[src/rtl/lane_packer.sv]
// lane_packer: gathers LANE_W-bit stream elements into a LANES-wide packed
// vector using two ping-pong buffers, so one vector can fill while the
// previous one waits for the downstream consumer.
module lane_packer #(
  parameter int LANE_W = 16,
  parameter int LANES  = 16
) (
  input  logic                       clk,
  input  logic                       rst,
  input  logic                       in_valid,
  input  logic [LANE_W-1:0]          in_data,
  input  logic                       in_last,
  output logic                       in_ready,
  output logic                       out_valid,
  output logic [LANE_W*LANES-1:0]    out_bus,
  output logic [$clog2(LANES):0]     out_count,
  input  logic                       out_ready
);

  localparam int CNT_W = $clog2(LANES) + 1;
  localparam int IDX_W = $clog2(LANES);

  typedef enum logic [1:0] {
    EMPTY   = 2'd0,
    FILLING = 2'd1,
    FULL    = 2'd2
  } buf_state_t;

  buf_state_t        state_q [2];
  buf_state_t        state_d [2];
  logic [CNT_W-1:0]  cnt_q   [2];
  logic [CNT_W-1:0]  cnt_d   [2];
  logic              wr_sel_q, wr_sel_d;
  logic              rd_sel_q, rd_sel_d;
  logic [LANE_W-1:0] lane_q  [2][LANES];

  logic             accept;
  logic             pop;
  logic             closing;
  logic             first;
  logic [IDX_W-1:0] wr_idx;

  // Handshakes depend only on registered buffer state, never on out_ready.
  assign in_ready  = (state_q[wr_sel_q] != FULL);
  assign out_valid = (state_q[rd_sel_q] == FULL);
  assign out_count = cnt_q[rd_sel_q];

  assign accept  = in_valid && in_ready;
  assign pop     = out_valid && out_ready;
  assign first   = (state_q[wr_sel_q] == EMPTY);
  assign wr_idx  = cnt_q[wr_sel_q][IDX_W-1:0];
  // in_last on the final lane is the same single close, not a second one.
  assign closing = in_last || (cnt_q[wr_sel_q] == CNT_W'(LANES - 1));

  // Next-state for both buffers and the ping-pong pointers.
  always_comb begin
    for (int b = 0; b < 2; b++) begin
      state_d[b] = state_q[b];
      cnt_d[b]   = cnt_q[b];
    end
    wr_sel_d = wr_sel_q;
    rd_sel_d = rd_sel_q;

    // pop and accept always address different buffers (FULL vs not FULL).
    if (pop) begin
      state_d[rd_sel_q] = EMPTY;
      cnt_d[rd_sel_q]   = '0;
      rd_sel_d          = ~rd_sel_q;
    end

    if (accept) begin
      cnt_d[wr_sel_q] = cnt_q[wr_sel_q] + CNT_W'(1);
      if (closing) begin
        state_d[wr_sel_q] = FULL;
        wr_sel_d          = ~wr_sel_q;
      end else begin
        state_d[wr_sel_q] = FILLING;
      end
    end
  end

  // Control state register.
  always_ff @(posedge clk or posedge rst) begin
    if (rst) begin
      for (int b = 0; b < 2; b++) begin
        state_q[b] <= EMPTY;
        cnt_q[b]   <= '0;
      end
      wr_sel_q <= 1'b0;
      rd_sel_q <= 1'b0;
    end else begin
      for (int b = 0; b < 2; b++) begin
        state_q[b] <= state_d[b];
        cnt_q[b]   <= cnt_d[b];
      end
      wr_sel_q <= wr_sel_d;
      rd_sel_q <= rd_sel_d;
    end
  end

  // Lane storage; the first element of a vector clears every other lane so
  // a partial vector never exposes data from an earlier one.
  always_ff @(posedge clk or posedge rst) begin
    if (rst) begin
      for (int b = 0; b < 2; b++) begin
        for (int i = 0; i < LANES; i++) begin
          lane_q[b][i] <= '0;
        end
      end
    end else if (accept) begin
      if (first) begin
        for (int i = 0; i < LANES; i++) begin
          lane_q[wr_sel_q][i] <= (i == 0) ? in_data : '0;
        end
      end else begin
        lane_q[wr_sel_q][wr_idx] <= in_data;
      end
    end
  end

  // Present the read-side buffer as a lane-packed bus.
  always_comb begin
    out_bus = '0;
    for (int i = 0; i < LANES; i++) begin
      out_bus[i*LANE_W +: LANE_W] = lane_q[rd_sel_q][i];
    end
  end

endmodule

[config.mk]
export PLATFORM = sky130hd
export DESIGN_NAME = lane_packer
export DESIGN_NICKNAME = d
export VERILOG_FILES = /design/src/rtl/lane_packer.sv
export SDC_FILE = /design/constraint.sdc
export NUM_CORES = 1
export LEC_CHECK = 0
export BUFFER_PORTS_ARGS = -buffer_cell sky130_fd_sc_hd__buf_2
export CAP_MARGIN = 25
export CORE_ASPECT_RATIO = 1.75
export CORE_MARGIN = 5
export CORE_UTILIZATION = 58
export DETAILED_ROUTE_END_ITERATION = 8
export GPL_ROUTABILITY_DRIVEN = 0
export PLACE_DENSITY = 0.88
export SLEW_MARGIN = 20
export SYNTH_ARGS = -nofsm -noshare
export SYNTH_HDL_FRONTEND = slang
export SYNTH_SLANG_ARGS = --single-unit
[constraint.sdc]
create_clock -name clk -period 18.5 [get_ports clk]
set_clock_uncertainty 0.1 [all_clocks]
set_input_delay 0.925 -clock clk [delete_from_list [all_inputs] [get_ports clk]]
set_output_delay 0.925 -clock clk [all_outputs]
set_load 0.005 [all_outputs]
* After elaboration in Yosys (flattened, before gate mapping) *
Index checks and enable logic that the tools add are counted.

operators by class
  eq/ne operators = 3
  muxes and demuxes = 68
  add/sub/neg operators = 1
  order comparisons = 6
  reduce and logical (&&, ||, !) cells = 8
  bitwise logic cells = 45

operators by type and width
  cell                             count
  512-bit AND                      15
  512-bit inverter                 15
  256-bit demux with 1-bit select  17
  256-bit two-way mux              5
  512-bit bitwise mux              2
  512-bit two-way mux              1
  240-bit two-way mux              1
  224-bit two-way mux              1
  208-bit two-way mux              1
  192-bit two-way mux              1
  176-bit two-way mux              1
  160-bit two-way mux              1
  144-bit two-way mux              1
  128-bit two-way mux              1
  112-bit two-way mux              1
  96-bit two-way mux               1
  80-bit two-way mux               1
  16-bit demux with 4-bit select   1
  64-bit two-way mux               1
  48-bit two-way mux               1
  5-bit two-way mux                8
  16-bit two-way mux               2
  32-bit two-way mux               1
  10-bit two-way mux               2
  27 further kinds                 49

storage, ports and cells
  bits of input ports = 21
  register bits = 528
  word-level logic and storage cells = 169

* Depth between registers and ports, before layout *
Gate-level depths: netlist of run 1.

  word-level depth = 22
  gate-level depth with buffers = 11

* Worst setup path before layout of run 1 *
OpenSTA, ideal clock, no wires.

  path type = register to register
  start = register wr_sel_q
  end = register lane_q[432] (netlist bit)
  required time = 18.334 ns
  library setup time = 0.066 ns
  cell stages (with the launch flop) = 10
  path buffers = 4
  data arrival time = 2.356 ns
  slack = 15.977 ns
  path through = dfrtp_1 buf_4 buf_2 mux2i_1 ha_1 buf_2 nand4b_1 nor3b_2 clkbuf_1 a22o_1

between the ends
  word-level cells in the longest chain between the ends = 19

RTL lines
  item                                                                                   RTL line  source
  start: declaration                                                                     33        logic wr_sel_q, wr_sel_d;
  start signal: assignment                                                               96        wr_sel_q <= wr_sel_d;
  1-bit inverter with 2-bit output *                                                     -
  2-bit greater-or-equal comparator (implied by the code), or another cell as far along  113, 116
  1-bit logical AND (implied by the code), or another cell as far along                  113, 116
  192-bit two-way mux or 512-bit AND (tied branches)                                     -
  256-bit demux with 1-bit select or 512-bit AND (tied branches)                         -
  512-bit inverter (no line) or 512-bit AND (tied branches)                              -
  512-bit AND (no line) (12 in series)                                                   -
  512-bit two-way mux                                                                    111       if (first) begin
  end signal: indexed assignment                                                         113       lane_q[wr_sel_q][i] <= (i == 0) ? in_data : '0;
  end signal: indexed assignment                                                         116       lane_q[wr_sel_q][wr_idx] <= in_data;
  end: declaration                                                                       35        logic [LANE_W-1:0] lane_q [2][LANES];

Every way passes the cells marked *; elsewhere a longest branch is shown, timed or not. The select of a mux whose other input is x is not followed.
A chain may end at the register's enable or synchronous reset.

* Worst setup path in the final report of run 1 *
  start = register rd_sel_q
  end = output out_bus[238]

between the ends
  word-level cells in the longest chain between the ends = 4

RTL lines
  item                                                    RTL line  source
  start: declaration                                      34        logic rd_sel_q, rd_sel_d;
  start signal: assignment                                97        rd_sel_q <= rd_sel_d;
  1-bit inverter with 2-bit output (implied by the code)  125       out_bus[i*LANE_W +: LANE_W] = lane_q[rd_sel_q][i];
  256-bit two-way mux (3 in series)                       -
  end: declaration                                        15        output logic [LANE_W*LANES-1:0] out_bus,

Every way passes these cells. The select of a mux whose other input is x is not followed.

==> results of run 1 <==
[routing by layer]
| metal | share of wire, % | vias up | GRT usage [%] |
|---|---|---|---|
| li1 | - | 6890 | - |
| met1 | 36 | 8631 | 37.91 |
| met2 | 50 | 989 | 53.61 |
| met3 | 7.2 | 250 | 5.405 |
| met4 | 6.9 | 0 | 19.58 |
| met5 | 0 | - | 0 |
[cells in the mapped netlist (3+ instances only)]
cell,n,area [um^2]
nand2_1,112,420.4
nor2_1,17,63.81
and2_1,5,31.28
mux2i_1,8,80.08
nand2b_1,5,31.28
o21ai_0,43,215.2
o21ai_1,4,20.02
a22o_1,306,2680
buf_2,51,255.2
a21o_1,19,142.6
mux2_2,283,3187
a31oi_1,4,25.02
nand2_2,11,68.82
nand4_1,3,18.77
mux2_1,10,112.6
ha_1,5,62.56
inv_1,5,18.77
and3_1,11,68.82
o2bb2ai_1,145,1270
clkbuf_1,99,371.6
buf_4,8,60.06
nor2b_1,5,31.28
dfrtp_1,528,13210
o21ai_2,7,61.31
a21oi_1,6,30.03
nand3_1,3,15.01
[final cells by class]
type                            instances  area [um^2]  share of cell area (%)
Multi-Input combinational cell       1037         8925                   34.14
Sequential cell                       528        13220                   50.56
Clock buffer                           64         1330                   5.088
Inverter                                5        31.28                  0.1197
Timing Repair Buffer                  312         1709                   6.538
Clock inverter                         20        315.3                   1.206
Tap cell                              490        613.1                   2.345
[state kept, by name, summed over array words and instances (netlist names)]
signal    cells
wr_sel_q      1
rd_sel_q      1
lane_q      512
state_q       4
cnt_q        10
[report_power, final]
group | internal (mW) | switching [mW]
combinational | 0.352 | 0.567
clock | 0.606 | 0.446
sequential | 1.28 | 0.131
total | 2.24 | 1.14
[cells in the final DEF, fill, tap and decap left out, types with 3 or more instances in the layout]
cell	instances
o21ai_2	7
clkbuf_8	9
nand4_1	3
a22o_1	306
clkbuf_1	8
o21ai_0	43
o21ai_1	4
clkinv_2	5
mux2i_1	6
ha_1	5
and3_1	11
bufinv_16	7
mux2_2	283
a31oi_1	3
nand2_1	112
mux2_1	10
and2_1	5
nand3_1	3
clkbuf_16	47
clkinvlp_4	3
nand2b_1	5
o2bb2ai_1	145
nor2_1	17
nor2b_1	5
buf_2	283
buf_4	22
nand2_2	11
a21o_1	19
inv_1	4
a21oi_1	5
dfrtp_1	526
[worst max-delay path, cell delays in order (launching register included)]
cell     delay (ns)
dfrtp_4        1.07
buf_4          0.61
buf_12         0.31
buf_4          0.52
mux2_2         0.46
buf_2          0.15
[logic make-up after synthesis]
family / share of synthesized area, %
buffers and inverters: 3.204
DFF: 57.94
adders and majority gates: 0.2743
muxes: 14.82
and+or+nand+nor: 4.164
AOI/OAI and AO/OA: 19.60
[worst min path at each step]
stage,end,slack (ns),depth (start not counted)
floorplan,lane_q[208],0.34,2
global placement,lane_q[239],0.36,2
detailed placement,lane_q[218],0.36,2
CTS,lane_q[210],0.38,2
global route,lane_q[47],0.40,1
finish,lane_q[381],0.35,2
[through the flow]
stage,power (mW),hold slack (ns)
floorplan,2.012,0.3444
finish,3.385,0.3492
global route,3.505,0.3981
CTS,3.371,0.3796
detailed placement,2.326,0.3646
global placement,2.284,0.3556
==> key figures, run 1 <==
Clock tree
  • CTS Hold Bufs: 0
  • Clock Latency Late Sink: 0.59 ns
  • TritonCTS clock tree: done
  • Worst-case clock buffer depth: 3
  • Num CTS Buffers: 46
  • Cts repair resizes: 0
  • Worst-path clk slew: roughly 0.060 ns
  • Post-CTS Setup Bufs: 0
  • Total clock sinks: ~530
  • Root Buffer: clkbuf_16
  • CTS HTree Levels: 2

Die
  • Core area: 39,040 um^2
  • Die area: 43,540 um^2
  • Number of I/O pins: 284
  • Die span in x: 159.9 um
  • Die Ht: 272.3 um
  • Cell Rows: 96
  • Initial Util: 58.42%

GRT
  • First-pass GRT wire length: 107,700 um
  • Grt ovf: 0
  • Largest net degree at the start of global routing: 153
  • GRT Total Usage: 31.71%
  • Initial antenna violation count: 0
  • Number of global-route vias before repair: 17.60k

STA
  • Worst slew margin: 29.06%
  • Final period util: 25.87%
  • TNS Setup: 0 ns
  • Tightest Pin Transition: 1.064 ns
  • Final setup fails: 0
  • Fmax: ~210 MHz
  • Final setup margin: between 10 and 15 ns
  • Slew Viols, Final: 0
  • Hold Fails Final Rpt: 0
  • Final min period: 4.787 ns
  • RSZ-0062 raised after global routing: false

Place
  • Place WS: around 13 ns
  • Post-Place Cell Area: 24,430 um^2
  • Placed Instances: 2,369
  • Dpl hpwl: 45,330 um
  • Number of I/O port buffers: between 200 and 300

Final layout
  • Fin cells: 2,456
  • Layout Nets: ~2.0k
  • Util after Layout: roughly two thirds
  • Diode count: 0
  • Fin area: 26,140 um^2
  • # fillers: 2,673
  • Layout area overhead: 14.63%
  • Fraction of layout instances using a drive strength above 1: 36.06%

Synth
  • Mapped cell area: ~23,000 um^2
  • Post-synth EDFFs: 0
  • Post-Syn Instances: ~1.7k
  • Ys Warns: 0
  • Register area share after synthesis: 57.94%
  • Synthesis-stage register bit count: approximately 530
  • Distinct cells, synth: 46
  • Asr flop ratio synth: 100.0%
  • Syn avg cell area: 13.17 um^2
  • Most used DFF post-synth: dfrtp_1
  • Synth Net Count: 1,758

Setup path
  • Terminus of the critical flop-to-flop path: lane_q[166]
  • Worst R2R Path Depth: 5
  • R2r startpoint: wr_sel_q
  • Worst Path Required: ~17 ns
  • Setup slack, reg-to-reg: 15.26 ns
  • Setup CP Type: flip-flop to output pin
  • Crit path max fanout: 70
  • CP endpoint: out_bus[238]
  • CP Capture Type: output pin
  • CP Launch Point: rd_sel_q
  • Arrival time worst endpoint: approximately 3.8 ns
  • Worst setup SP type: flip-flop

Worst hold path
  • HP Class: input port to asynchronous set/reset pin

Routing
  • 1st-pass router iterations: 7
  • DRC Markers: 0
  • Antenna Nets Post-Route: 0
  • Detailed Route Iter0 Violations: 1,438
  • Wirelength per Cell: roughly 29 um
  • Via density: around 6.8
  • Detailed Route WL: 70,060 um
  • Via count: 16.76k

Power
  • Max VDD drop: a little under 0.00009 V
  • Pleak: 13.10 nW
  • PD cells: 129.5 nW/um^2

Job
  • MaxCap Viol Count: 0

Outcome
  • Status: finished clean
Note: power is estimated with default switching activity, not from simulation.
==> run 2, diff against run 1 <==
CORE_UTILIZATION = 53   (was 58)
PLACE_DENSITY = 0.85   (was 0.88)
clock period = 3.84 ns   (was 18.5 ns; I/O delays follow)
==> run 2 against run 1 <==
Effect of this change:
- wire length up 1.2%
- design area up 0.43%
- final cell count up 3.4%
- count of clock-buffer cells in the layout up 3
- largest cell class unchanged
==> key figures, run 2 (synthesis gave the netlist of run 1 again) <==
Worst hold path
  • WHS Path Cells: 4
  • Hold path start: in_valid
  • WHS Endpoint: state_q[0]
  • HP Class: input port to flip-flop

Setup path
  • CP Capture Type: output pin
  • Crit path max fanout: 67
  • Worst Path Required: 3.55 ns
  • CP top delay family: flip-flops
  • WP buf/inv: 2
  • Worst R2R Path Depth: 5
  • Crit-path slowest cell: dfrtp_4
  • Cell Chain, Critical Path: buf_12 > mux2_2 > buf_2
  • R2r startpoint: wr_sel_q
  • Setup CP Type: flip-flop to output pin
  • Worst setup SP type: flip-flop
  • CP Launch Point: rd_sel_q
  • Arrival time worst endpoint: 2.67 ns
  • Max stage delay on crit path: ~0.99 ns
  • Terminus of the critical flop-to-flop path: lane_q[488]
  • Setup slack, reg-to-reg: about 0.9 ns

STA
  • Slew Viols, Final: 0
  • Final period util: 77.23%
  • Fmax: 337.2 MHz
  • Hold Slack: 0.03529 ns
  • Tightest Pin Transition: 1.056 ns
  • Worst slew margin: 29.62%
  • Hold Fails Final Rpt: 0
  • Final min period: 2.966 ns
  • Final setup fails: 0
  • RSZ-0062 raised after global routing: false

Final layout
  • Top Registers: lane_q x512, cnt_q x10, state_q x4
  • Most frequent cells in the layout: dfrtp_1, a22o_1, mux2_2, buf_2, o2bb2ai_1
  • Biggest register: lane_q
  • Layout area overhead: 15.13%
  • Most common cell after layout, fill and taps aside: dfrtp_1
  • # fillers: 3,287
  • Fraction of layout instances using a drive strength above 1: 36.05%
  • Fin cells: 2,540
  • Layout Nets: 1,970
  • Max reg flops: 512

Clock tree
  • Post-CTS Setup Bufs: 0
  • Cts repair resizes: 0
  • TritonCTS clock tree: done
  • CTS HTree Levels: 2
  • Clock Latency Late Sink: 0.56 ns
  • Worst-case clock buffer depth: 3
  • Root Buffer: clkbuf_16
  • Total clock sinks: about 530
  • Num CTS Buffers: 46
  • CTS Hold Bufs: 3
  • Worst-path clk slew: ~0.060 ns

Routing
  • Detailed Route Iter0 Violations: 1,360
  • Antenna Nets Post-Route: 0
  • Via density: around 6.5
  • Wirelength per Cell: 27.91 um
  • Via count: 16.57k
  • 1st-pass router iterations: 5
  • Detailed Route WL: 70,900 um
  • DRC Markers: 0

Die
  • Core area: roughly 43,000 um^2
  • Die area: 47,440 um^2
  • Number of I/O pins: 284
  • Initial Util: 53.61%
  • Die span in x: 166.8 um
  • Die Ht: 284.4 um
  • Cell Rows: 100

Power
  • PD cells: 611.2 nW/um^2
  • Pleak: 13.12 nW
  • Max VDD drop: 0.0007342 V

GRT
  • First-pass GRT wire length: 108,800 um
  • Initial antenna violation count: 1
  • Number of global-route vias before repair: ~17k
  • Largest net degree at the start of global routing: 97
  • Grt ovf: 0
  • GRT Total Usage: 29.24%

Job
  • MaxCap Viol Count: 0

Place
  • Placed Instances: 2,453
  • Number of I/O port buffers: about 280
  • Dpl hpwl: 46,440 um

Outcome
  • Status: finished clean
-- run 2: worst max-delay path by stage --
stage	endpoint	slack (ns)	cells after the start
floorplan	cnt_q[0]	-3.63	1
global placement	lane_q[3]	1.02	6
detailed placement	lane_q[488]	0.94	5
CTS	out_bus[40]	0.90	3
global route	lane_q[265]	0.78	6
finish	out_bus[173]	0.87	3
-- run 2: routing by layer --
metal | vias up | track usage [%] | part of all wire (%)
met5 | - | 0 | 0.018
met4 | 2 | 16.62 | 6.7
met1 | 8582 | 35.40 | 36
met3 | 217 | 5.131 | 7.3
met2 | 863 | 49.37 | 50
li1 | 6906 | - | -
-- run 2: power breakdown --
part	total, mW	leakage [nW]	switching, mW	internal (mW)
clock network	4.76	0.744	2.09	2.68
logic	4.53	5.10	2.81	1.72
registers	6.75	7.28	0.573	6.18
-- run 2: cell type report --
cell class | count | area, um^2 | area share, %
clock buffer | 67 | 1331 | 5.071
tap | 561 | 701.9 | 2.674
clock inverter | 15 | 183.9 | 0.7006
multi-input combinational | 1037 | 8912 | 33.95
inverter | 5 | 22.52 | 0.08578
timing repair buffer | 326 | 1883 | 7.172
sequential | 528 | 13220 | 50.34
antenna | 1 | 2.502 | 0.009532
-- run 2: per-stage QoR --
step	TNS, ns	utilization, %	setup slack [ns]	instance area [um^2]	power (mW)
6_report	0	61.71	0.8745	26250	16.05
3_3_place_gp	0	57.94	1.018	24650	11.16
3_5_place_dp	0	58.03	0.9392	24690	11.31
4_1_cts	0	61.66	0.8960	26230	16.07
5_1_grt	0	61.71	0.7776	26250	16.62
2_1_floorplan	-1915.65	-	-3.628	22810	9.694
-- run 2: tightest hold or removal path: stages --
cell and delay (ns):
buf_2 0.18, nand2_2 0.14, nand2_1 0.06, nand2_1 0.07
==> run 3, diff against run 2 <==
ABC_AREA = 1   (was default)
CORE_UTILIZATION = 54   (was 53)
clock period = 2.48 ns   (was 3.84 ns; I/O delays follow)
==> run 3 against run 2 <==
Effect of this change:
- the flow now finishes with violations (negative hold slack)
- flip-flop and latch count unchanged
- design area increased by 15%
- non-clock buffer count increased by 72
- first-iteration DRC count increased by 120%
- sequential power increased by 84%
- highest routed layer is now met4
==> key figures, run 3 <==
Outcome
  • Status: finished with violations
  • Failing checks: negative hold slack

STA
  • Tightest Pin Transition: 0.9369 ns
  • Worst slew margin: 37.54%
  • Hold Fails Final Rpt: 1
  • Final period util: approximately 100%
  • TNS Setup: 0 ns
  • Final setup fails: 0
  • Fmax: ~400 MHz
  • Slew Viols, Final: 0
  • Final min period: 2.476 ns
  • Hold Slack: -0.007512 ns

GRT
  • Initial antenna violation count: 0
  • Largest net degree at the start of global routing: around 130
  • Met2 Track Usage GR: 50.11%
  • Grt ovf: 0
  • GRT Max-Usage Layer: met2
  • Met1 Use GR: 41.65%
  • Number of global-route vias before repair: 24.43k
  • M3 GR Usage: 4.251%
  • First-pass GRT wire length: 135,700 um
  • GRT Total Usage: a little under a third

Clock tree
  • Num CTS Buffers: 49
  • Total clock sinks: 528
  • Root Buffer: clkbuf_16
  • Worst-path clk slew: around 0.07 ns
  • Worst-case clock buffer depth: 3
  • Clock Latency Late Sink: between 0.5 and 0.6 ns
  • TritonCTS clock tree: done
  • CTS HTree Levels: 2

Routing
  • Via count: between 20k and 30k
  • Detailed Route Iter0 Violations: roughly 3.0k
  • Antenna Nets Post-Route: 0
  • Detailed Route WL: around 86,000 um
  • Wirelength per Cell: 19.95 um
  • DRC Markers: 0
  • Via density: 5.930
  • 1st-pass router iterations: 6

Job
  • MaxCap Viol Count: 0

Synth
  • Distinct cells, synth: 26
  • Asr flop ratio synth: 100.0%
  • Synth Net Count: 3,518
  • Largest area contributor in the netlist: dfrtp_1
  • Post-synth top cells: nand2_1, dfrtp_1, nand4_1, clkbuf_1, buf_2
  • Most common cell in the netlist: nand2_1
  • Synthesis-stage register bit count: 528
  • Synth top area share: 50.14%
  • Mapped cell area: 26,350 um^2
  • Post-Syn Instances: 3,492
  • Post-synth EDFFs: 0
  • Ys Warns: 0
  • Most used DFF post-synth: dfrtp_1
  • Syn avg cell area: around 7.5 um^2
  • Top post-synthesis cells by area: dfrtp_1, nand2_1, nand4_1, buf_2, clkbuf_1
  • Register area share after synthesis: 50.14%

Die
  • Core area: about 48,000 um^2
  • Initial Util: a little over half
  • Die area: 53,500 um^2
  • Die span in x: 177.0 um
  • Number of I/O pins: 284
  • Die Ht: 302.2 um
  • Cell Rows: 107

Final layout
  • Max reg flops: 512
  • Biggest register: lane_q
  • Most common cell after layout, fill and taps aside: nand2_1
  • Fraction of layout instances using a drive strength above 1: approximately 15%
  • Layout Nets: 3,654
  • Layout area overhead: 14.76%
  • Diode count: 0
  • Util after Layout: 62.40%
  • Most frequent cells in the layout: nand2_1, dfrtp_1, nand4_1, buf_2, buf_4
  • Top Registers: lane_q x512, cnt_q x10, state_q x4

Power
  • Pleak: 17.68 nW
  • PD cells: 1164 nW/um^2
  • Max VDD drop: 0.001104 V

Setup path
  • Arrival time worst endpoint: 2.25 ns
  • Cell Chain, Critical Path: buf_12 > o21ai_0 > buf_2
  • Crit path max fanout: 128
  • WP buf/inv: 2
  • CP Capture Type: output pin
  • Max stage delay on crit path: 0.59 ns
  • Crit-path slowest cell: o21ai_0
  • Worst setup SP type: flip-flop
  • Worst Path Required: 2.26 ns
  • CP top delay family: compound AO/OA/AOI/OAI gates
  • Setup CP Type: flip-flop to output pin

Place
  • Number of I/O port buffers: 283
  • Dpl hpwl: roughly 53,000 um

Worst hold path
  • HP Class: input port to flip-flop
-- run 3: worst paths after layout --
check                                 start            to  slack [ns]  depth (start not counted)
worst min register to register  lane_q[272]   lane_q[272]        0.37                          2
max in group asynchronous               rst   lane_q[510]        0.69                          6
worst max register to register     wr_sel_q   lane_q[234]        0.11                          9
min in group asynchronous               rst   lane_q[215]        0.57                          4
worst min-delay path               in_valid      cnt_q[3]      -0.008                          5
worst max-delay path               rd_sel_q  out_count[2]       0.004                          3
-- run 3: power breakdown --
group	leakage [nW]	internal, mW	switching (mW)
Clock	0.844	4.63	3.42
Combinational	9.60	4.10	10.6
Sequential	7.24	11.0	1.40
-- run 3: cells by family after synthesis --
family	after synthesis	share of synthesized area (%)
buffers and inverters	368	6.433
AOI/OAI and AO/OA	22	0.4273
and+or+nand+nor	2566	42.67
adders and majority gates	5	0.2374
DFF	528	50.14
xor gates and xnor gates	3	0.09972
-- run 3: timing repair --
item,CTS,global route
gates resized for setup,0,29
setup endpoints to repair,0,437
buffers inserted,0,3
endpoints found under the hold margin,394,0
hold buffers,14,0
-- run 3: metal layers --
metal / part of all wire, % / wire length [um]
met5: 0 / 0
met4: 6.8 / 5889
met3: 8.7 / 7519
met2: 47 / 40790
met1: 37 / 32040
-- run 3: worst reg2reg max path: cells and delay by family, from the launching register on --
| kind | cells | cell delay [ns] |
|---|---|---|
| AND/OR/NAND/NOR | 7 | 1.42 |
| flip-flops | 1 | 0.50 |
| buffers and inverters | 2 | 0.24 |
-- run 3: cell type report --
type                       count  area, um^2
fill                        4153       18220
multi-input combinational   2596       11580
clock buffer                  70        1458
timing repair buffer         398        2655
tap                          654       818.3
inverter                      55       255.2
sequential                   528       13220
clock inverter                22       254.0
-- run 3: per-stage QoR --
step	power [mW]	hold WS, ns	std cells	cell area (um^2)	setup slack (ns)
floorplan	21.67	0.2598	3492	26360	-4.920
global placement	26.49	0.01650	4214	28210	0.06289
detailed placement	26.79	0.01860	4214	28210	0.02610
CTS	34.88	0.002745	4320	30060	0.006094
global route	37.28	0.02016	4323	30240	-0.01951
finish	35.20	-0.007512	4323	30240	0.004494
